File: config.mk
export PLATFORM = sky130hd
export DESIGN_NAME = servo_slew_limiter
export DESIGN_NICKNAME = d
export VERILOG_FILES = /design/src/rtl/servo_slew_limiter.sv
export SDC_FILE = /design/constraint.sdc
export NUM_CORES = 1
export LEC_CHECK = 0
export ABC_CLOCK_PERIOD_IN_PS = 8900
export BUFFER_PORTS_ARGS = -buffer_cell sky130_fd_sc_hd__buf_2
export CAP_MARGIN = 30
export CORE_MARGIN = 2
export CORE_UTILIZATION = 55
export CTS_CLUSTER_DIAMETER = 60
export DETAILED_ROUTE_END_ITERATION = 10
export PLACE_DENSITY = 0.72
export SYNTH_ARGS = -nofsm -noshare
export SYNTH_HDL_FRONTEND = slang
export SYNTH_SLANG_ARGS = --single-unit
File: constraint.sdc
create_clock -name clock -period 8.9 [get_ports clock]
set_clock_uncertainty 0.05 [all_clocks]
set_input_delay 0.445 -clock clock [delete_from_list [all_inputs] [get_ports clock]]
set_output_delay 0.445 -clock clock [all_outputs]
set_load 0.03 [all_outputs]
File: src/rtl/servo_slew_limiter.sv
// Servo pulse-width slew limiter: moves pulse_width toward a clamped target by at most STEP once per frame.
// Latency: target reaches tgt_c after 1 cycle and pulse_width at the edge ending the next frame tick; no backpressure, runs every cycle.
module servo_slew_limiter #(
  parameter int unsigned FRAME_CYCLES = 2000000,
  parameter int unsigned MIN_PW       = 100000,
  parameter int unsigned MAX_PW       = 200000,
  parameter int unsigned CENTER_PW    = 150000,
  parameter int unsigned STEP         = 2000
) (
  input  logic        clock,
  input  logic        reset,
  input  logic [31:0] target,
  input  logic        enable,
  output logic [31:0] pulse_width,
  output logic        frame_tick,
  output logic        busy,
  output logic        at_target
);

  localparam int unsigned   CW       = $clog2(FRAME_CYCLES);
  localparam logic [CW-1:0] LAST     = CW'(FRAME_CYCLES - 1);
  localparam logic [31:0]   MIN_V    = 32'(MIN_PW);
  localparam logic [31:0]   MAX_V    = 32'(MAX_PW);
  localparam logic [31:0]   CENTER_V = 32'(CENTER_PW);
  localparam logic [31:0]   STEP_V   = 32'(STEP);

  typedef enum logic [1:0] {
    IDLE = 2'd0,
    UP   = 2'd1,
    DOWN = 2'd2
  } state_t;

  logic [CW-1:0] cnt_q, cnt_d;
  logic [31:0]   tgt_c_q, tgt_c_d;
  logic [31:0]   pw_q, pw_d;
  logic [31:0]   gap;
  state_t        state_q, state_d;

  assign frame_tick  = (cnt_q == LAST);
  assign pulse_width = pw_q;
  assign busy        = (state_q != IDLE);
  assign at_target   = (state_q == IDLE);

  always_comb begin
    cnt_d = (cnt_q == LAST) ? '0 : cnt_q + CW'(1);
  end

  always_comb begin
    tgt_c_d = target;
    if (target < MIN_V) begin
      tgt_c_d = MIN_V;
    end else if (target > MAX_V) begin
      tgt_c_d = MAX_V;
    end
  end

  // Step only when the remaining gap exceeds STEP, so pw+STEP stays below
  // tgt_c (<= MAX_PW) and pw-STEP stays above it: no wrap in 32 bits.
  always_comb begin
    pw_d = pw_q;
    gap  = '0;
    if (frame_tick && enable) begin
      if (pw_q < tgt_c_q) begin
        gap  = tgt_c_q - pw_q;
        pw_d = (gap > STEP_V) ? pw_q + STEP_V : tgt_c_q;
      end else if (pw_q > tgt_c_q) begin
        gap  = pw_q - tgt_c_q;
        pw_d = (gap > STEP_V) ? pw_q - STEP_V : tgt_c_q;
      end
    end
  end

  // State tracks the values that will be registered this edge.
  always_comb begin
    state_d = IDLE;
    if (pw_d < tgt_c_d) begin
      state_d = UP;
    end else if (pw_d > tgt_c_d) begin
      state_d = DOWN;
    end
  end

  always_ff @(posedge clock or negedge reset) begin
    if (!reset) begin
      cnt_q   <= '0;
      tgt_c_q <= CENTER_V;
      pw_q    <= CENTER_V;
      state_q <= IDLE;
    end else begin
      cnt_q   <= cnt_d;
      tgt_c_q <= tgt_c_d;
      pw_q    <= pw_d;
      state_q <= state_d;
    end
  end

endmodule

== Word-level counts from Yosys, hierarchy flattened ==
Cells that the tools add are included.
W data, S select, Z words.
Storage, ports and cells
  ROM bits: 0
  memory bits (writable): 0
  memories kept: 0
  register bits after elaboration: 87
  bits of input ports: 35
  bits in latches: 0
Cells by class
  div/mod/pow operators: 0
  add/subtract/negate cells: 5
  equal/unequal tests: 1
  multipliers: 0
  magnitude comparators: 8
  reduce and logical (&&, ||, !) cells: 3
  multiplexer cells: 10
  bitwise operators: 0
  shift-type cells: 0
Operator list (count)
  $mux W32: 7
  $gt A32 B11 Y1 const B: 2
  $gt A32 B32 Y1: 2
  $lt A32 B32 Y1: 2
  $sub A32 B32 Y32: 2
  $add A32 B11 Y32 const B: 1
  $gt A32 B18 Y1 const B: 1
  $lt A32 B17 Y1 const B: 1
  $sub A32 B11 Y32 const B: 1
  $add A21 B1 Y21 const B: 1
  $eq A21 B21 Y1 const B: 1
  $mux W21: 1
  $mux W2: 2
  $logic_not A2 Y1: 1
  $reduce_bool A2 Y1: 1
  $logic_and A1 B1 Y1: 1

== Depth between registers and ports, before layout ==
  depth after elaboration: 9
  mapped depth: 31
  mapped depth without buffers: 27

== Worst setup path before layout ==
No wires, ideal clock.
  path kind: register to register
  start: reg pw_q[8] (netlist: pulse_width[8])
  end: reg state_q[1]
  buffers on the path: 3
  stages on the path, launching flop included: 30
  arrival time: 5.765 ns
  data required time: 8.703 ns
  library setup time: 0.147 ns
  path slack: 2.939 ns
  period minus slack after synthesis: 5.961 ns
  cells stage by stage: dfstp_2 -> clkbuf_1 -> inv_1 -> ha_1 -> buf_2 -> a21oi_1 -> o21ai_0 -> a221oi_1 -> o31ai_1 -> a211oi_1 -> mux2i_1 -> nand4_1 -> or4_1 -> buf_2 -> nor2_1 -> a2bb2oi_1 -> nor2_2 -> mux2i_1 -> ha_1 -> a21oi_1 -> o22ai_1 -> o21a_1 -> o21a_1 -> o21ai_0 -> nand2b_1 -> a21oi_1 -> nor3_1 -> o21ai_0 -> o311a_1 -> a41oi_1
On the way
  word-level cells in the longest chain between the ends: 9
  elaborated cells between the ends (all ways): 17
  those cells by class: add/sub (4); order compare (6); mux (7)
RTL lines
  start, declared: line 35  | logic [31:0] pw_q, pw_d;
  start signal, assigned: line 92  | pw_q <= pw_d;
  $sub A32 B32 Y32: line 67  | gap = pw_q - tgt_c_q;
  $gt A32 B11 Y1: line 68  | pw_d = (gap > STEP_V) ? pw_q - STEP_V : tgt_c_q;
  $mux W32: line 68
  $mux W32: line 66  | end else if (pw_q > tgt_c_q) begin
  $mux W32 *: line 63  | if (pw_q < tgt_c_q) begin
  $mux W32 *: line 62  | if (frame_tick && enable) begin
  net pw_d[2]: line 35
  $gt A32 B32 Y1: line 78  | end else if (pw_d > tgt_c_d) begin
  $mux W2: line 78
  $mux W2 *: line 76  | if (pw_d < tgt_c_d) begin
  net state_d[1]: line 37  | state_t state_q, state_d;
  end signal, assigned: line 93  | state_q <= state_d;
  end, declared: line 37
Mark *: on every way through the listed nets, which the timed path passes. The rest lies on a longest branch.

== Worst setup path in the final report ==
  start: reg pw_q[6] (netlist: pulse_width[6])
  end: reg state_q[1]
The elaborated chain is that of the path after synthesis.

==> results.cfg <==
[outcome]
status = completed

[critical_path]
r2r_setup_slack_ps = 990
cp.required_ps = 9050
worst_setup_path_end_kind = register
reg2reg_from = pulse_width[6]
slowest_stage = or4_1
worstPathArrival_ps = 8060
cp_max_fo = 16
cp-startpoint = pulse_width[6]
cp-start-kind = register
timing.critical_path.mode_cell = o21ai_0
max_stage_delay_ps = 720
setup.worst_path.class = register to register
r2r-end = state_q[1]
reg2regPathDepth = 26

[clocking]
cts_root_buffer = clkbuf_16
clkTransAtPathRegs_ps = 70
clkSinkCount = 87
cts_tree = yes
cts-resized-gates = 0
cts-htree-levels = 3
cts_buffers = 9
clock_path_buffers = 2
clock_latency_ps = 350

[grt]
grt_max_degree = 60
grt_pass1_wl_mm = 52.5
first_global_vias = 9496
antenna_found_initial = 0
gr-total-overflow = 0
grt_usage_pct = 33.8

[yosys]
ys_ff_latch = 87
synth_common_cells = a21oi_1, inv_1, ha_1
synth_enable_flop_cells = 0
yosysMostFrequentCell = a21oi_1
yosysUniqueCellTypes = 81
synth_top_area_share_pct = 17.9
ys_seq_area_share_pct = 22.2
ys_top_cells_by_area = dfrtp_1, ha_1, a21oi_1
netlist_area_um2 = 9920
synth_top_area_cell = dfrtp_1
ys_warn_count = 0
avgSynthCellArea_um2 = 7.70
synthArstFlopShare_pct = 100
ys.flop_type = dfrtp_1
syn_inst = 1288

[sta]
setup_viol = 0
slew_headroom_pct = 38.3
fin_hold_ws_ps = 262
hold_viol = 0
max_freq_mhz = 126
rsz0062_at_grt = no
period_needed_ps = 7910
fin_crit_sh_pct = 88.9
tns_ps = 0
slew_viol_final = 0
worstMarginPinSlew_ps = 923

[detailed_routing]
vias = 10535
route.detailed.drc = 0
antenna_left = 0
first_pass_iters = 6
wl_per_cell_um = 20.9
totalWireLength_mm = 32.9
drt_iter0_drc = 1525
vias_per_cell = 6.70

[placement]
hpwl_mm = 25.7
place_area_um2 = 10400
finalWeightedCongestion = 0.980
portBuffers = 69

[run]
drv_cap = 0

[power]
internal_power_w = 0.000666
combPwrFrac_pct = 13.0
pwr-share-clk_pct = 43.5
power_w = 0.000926
power.leakage_nw = 4.79
vdd_ir_drop_max_mv = 0.153
p_sw_w = 0.000261
switching_share_pct = 28.2
seqPwrFrac_pct = 43.6
powerDensity_nw_per_um2 = 86.2

[finish]
layout.nets = 1472
antennaDiodeCount = 0
design_area_um2 = 10700
area_growth_pct = 8.33
drive_above_1_share_pct = 10.1
post-route-util_pct = 60.2

[min_path]
hp-class = primary input to register
min-delay-start = target[4]
min_to = tgt_c_q[4]
holdPathStages = 3

[floorplanning]
initial_utilization_pct = 55.6
fp-row-count = 49
ios = 70
fp.dieH_um = 138
die_w_um = 138
die-area_um2 = 19100
core_um2 = 17800
[state kept, by name, summed over array words and instances, names as in the netlist]
| signal | count |
|---|---|
| state_q | 2 |
| tgt_c_q | 32 |
| pulse_width | 32 |
| cnt_q | 21 |
[cell type report]
class | instances | area [um2]
repair buffers | 78 | 418
inverters | 106 | 398
flip-flops and latches | 87 | 2200
multi-input cells | 1056 | 7130
clock inverters | 7 | 86.3
well taps | 229 | 287
fillers | 1623 | 7100
clock buffers | 9 | 225
[kinds of logic (layout without fill, tap and decap cells)]
kind of cell             count (synthesis)  count (layout)  share of synthesized area [%]
adder cells (fa/ha/maj)                 99              99                           12.6
XOR/XNOR                                62              62                           5.48
buffers and inverters                  171             200                           7.04
AND/OR/NAND/NOR                        405             405                           20.8
flip-flops                              87              87                           22.2
AO/OA/AOI/OAI                          429             429                           28.4
multiplexers                            33              33                           3.41
other                                    2              28                         0.0757
[how the worst max path moves through the flow]
stage                       endpoint  slack [ps]  depth (start not counted)
after floorplan           state_q[1]        2940                         29
after global placement    state_q[1]        1330                         26
after detailed placement  state_q[1]        1240                         26
after CTS                 state_q[1]        1170                         26
after global routing      state_q[1]         530                         26
final                     state_q[1]         990                         26
[worst max-delay path, delay by kind of cell (launching register included)]
family	cells	cell delay, ps
mux	2	710
buf+inv	1	100
simple gates	7	2110
flops	1	670
fa+ha+maj	2	830
compound gates	14	3290
[cells in the final DEF (no fill, tap or decap), types with 6 or more instances in the layout]
master,count
a211oi_1,7
a21o_1,32
a21oi_1,116
a221oi_1,10
a2bb2oi_1,7
a31oi_1,19
and2_1,11
and3_1,16
buf_2,68
buf_4,9
clkbuf_16,9
conb_1,28
dfrtp_1,71
dfstp_2,16
ha_1,98
inv_1,106
mux2_2,6
mux2i_1,27
nand2_1,86
nand2b_1,14
nand3_1,48
nand4_1,40
nor2_1,78
nor2b_1,12
nor3_1,45
nor3b_1,6
nor4_1,13
o211ai_1,7
o21a_1,19
o21ai_0,92
o21bai_1,10
o221ai_1,12
o22ai_1,18
o31ai_1,9
or3_1,13
xnor2_1,42
xor2_1,20
[power by group through the flow]
stage / logic (W) / registers (W) / clock network [W]
2_1_floorplan: 0.0000754 / 0.000409 / 0
6_report: 0.000120 / 0.000404 / 0.000403
3_3_place_gp: 0.000116 / 0.000411 / 0
4_1_cts: 0.000117 / 0.000403 / 0.000407
5_1_grt: 0.000131 / 0.000404 / 0.000425
3_5_place_dp: 0.000116 / 0.000411 / 0
[stage by stage]
step / worst slack [ps] / instances
floorplan: 2940 / 1314
global placement: 1330 / 1555
detailed placement: 1240 / 1555
CTS: 1170 / 1572
global route: 528 / 1572
finish: 990 / 1572
[what timing repair did]
action,CTS,global route
endpoints found under the hold margin,16,0
setup buffers,0,0
hold buffers,1,0
[routing by layer]
metal | up-vias | track usage [%] | share of wire (%)
met2 | 677 | 51.8 | 44
met5 | - | 0 | 0
met1 | 4925 | 49.3 | 43
met4 | 0 | 12.2 | 3.6
met3 | 101 | 3.84 | 9.5
li1 | 4832 | - | -
Note: power is estimated with default switching activity, not from simulation.
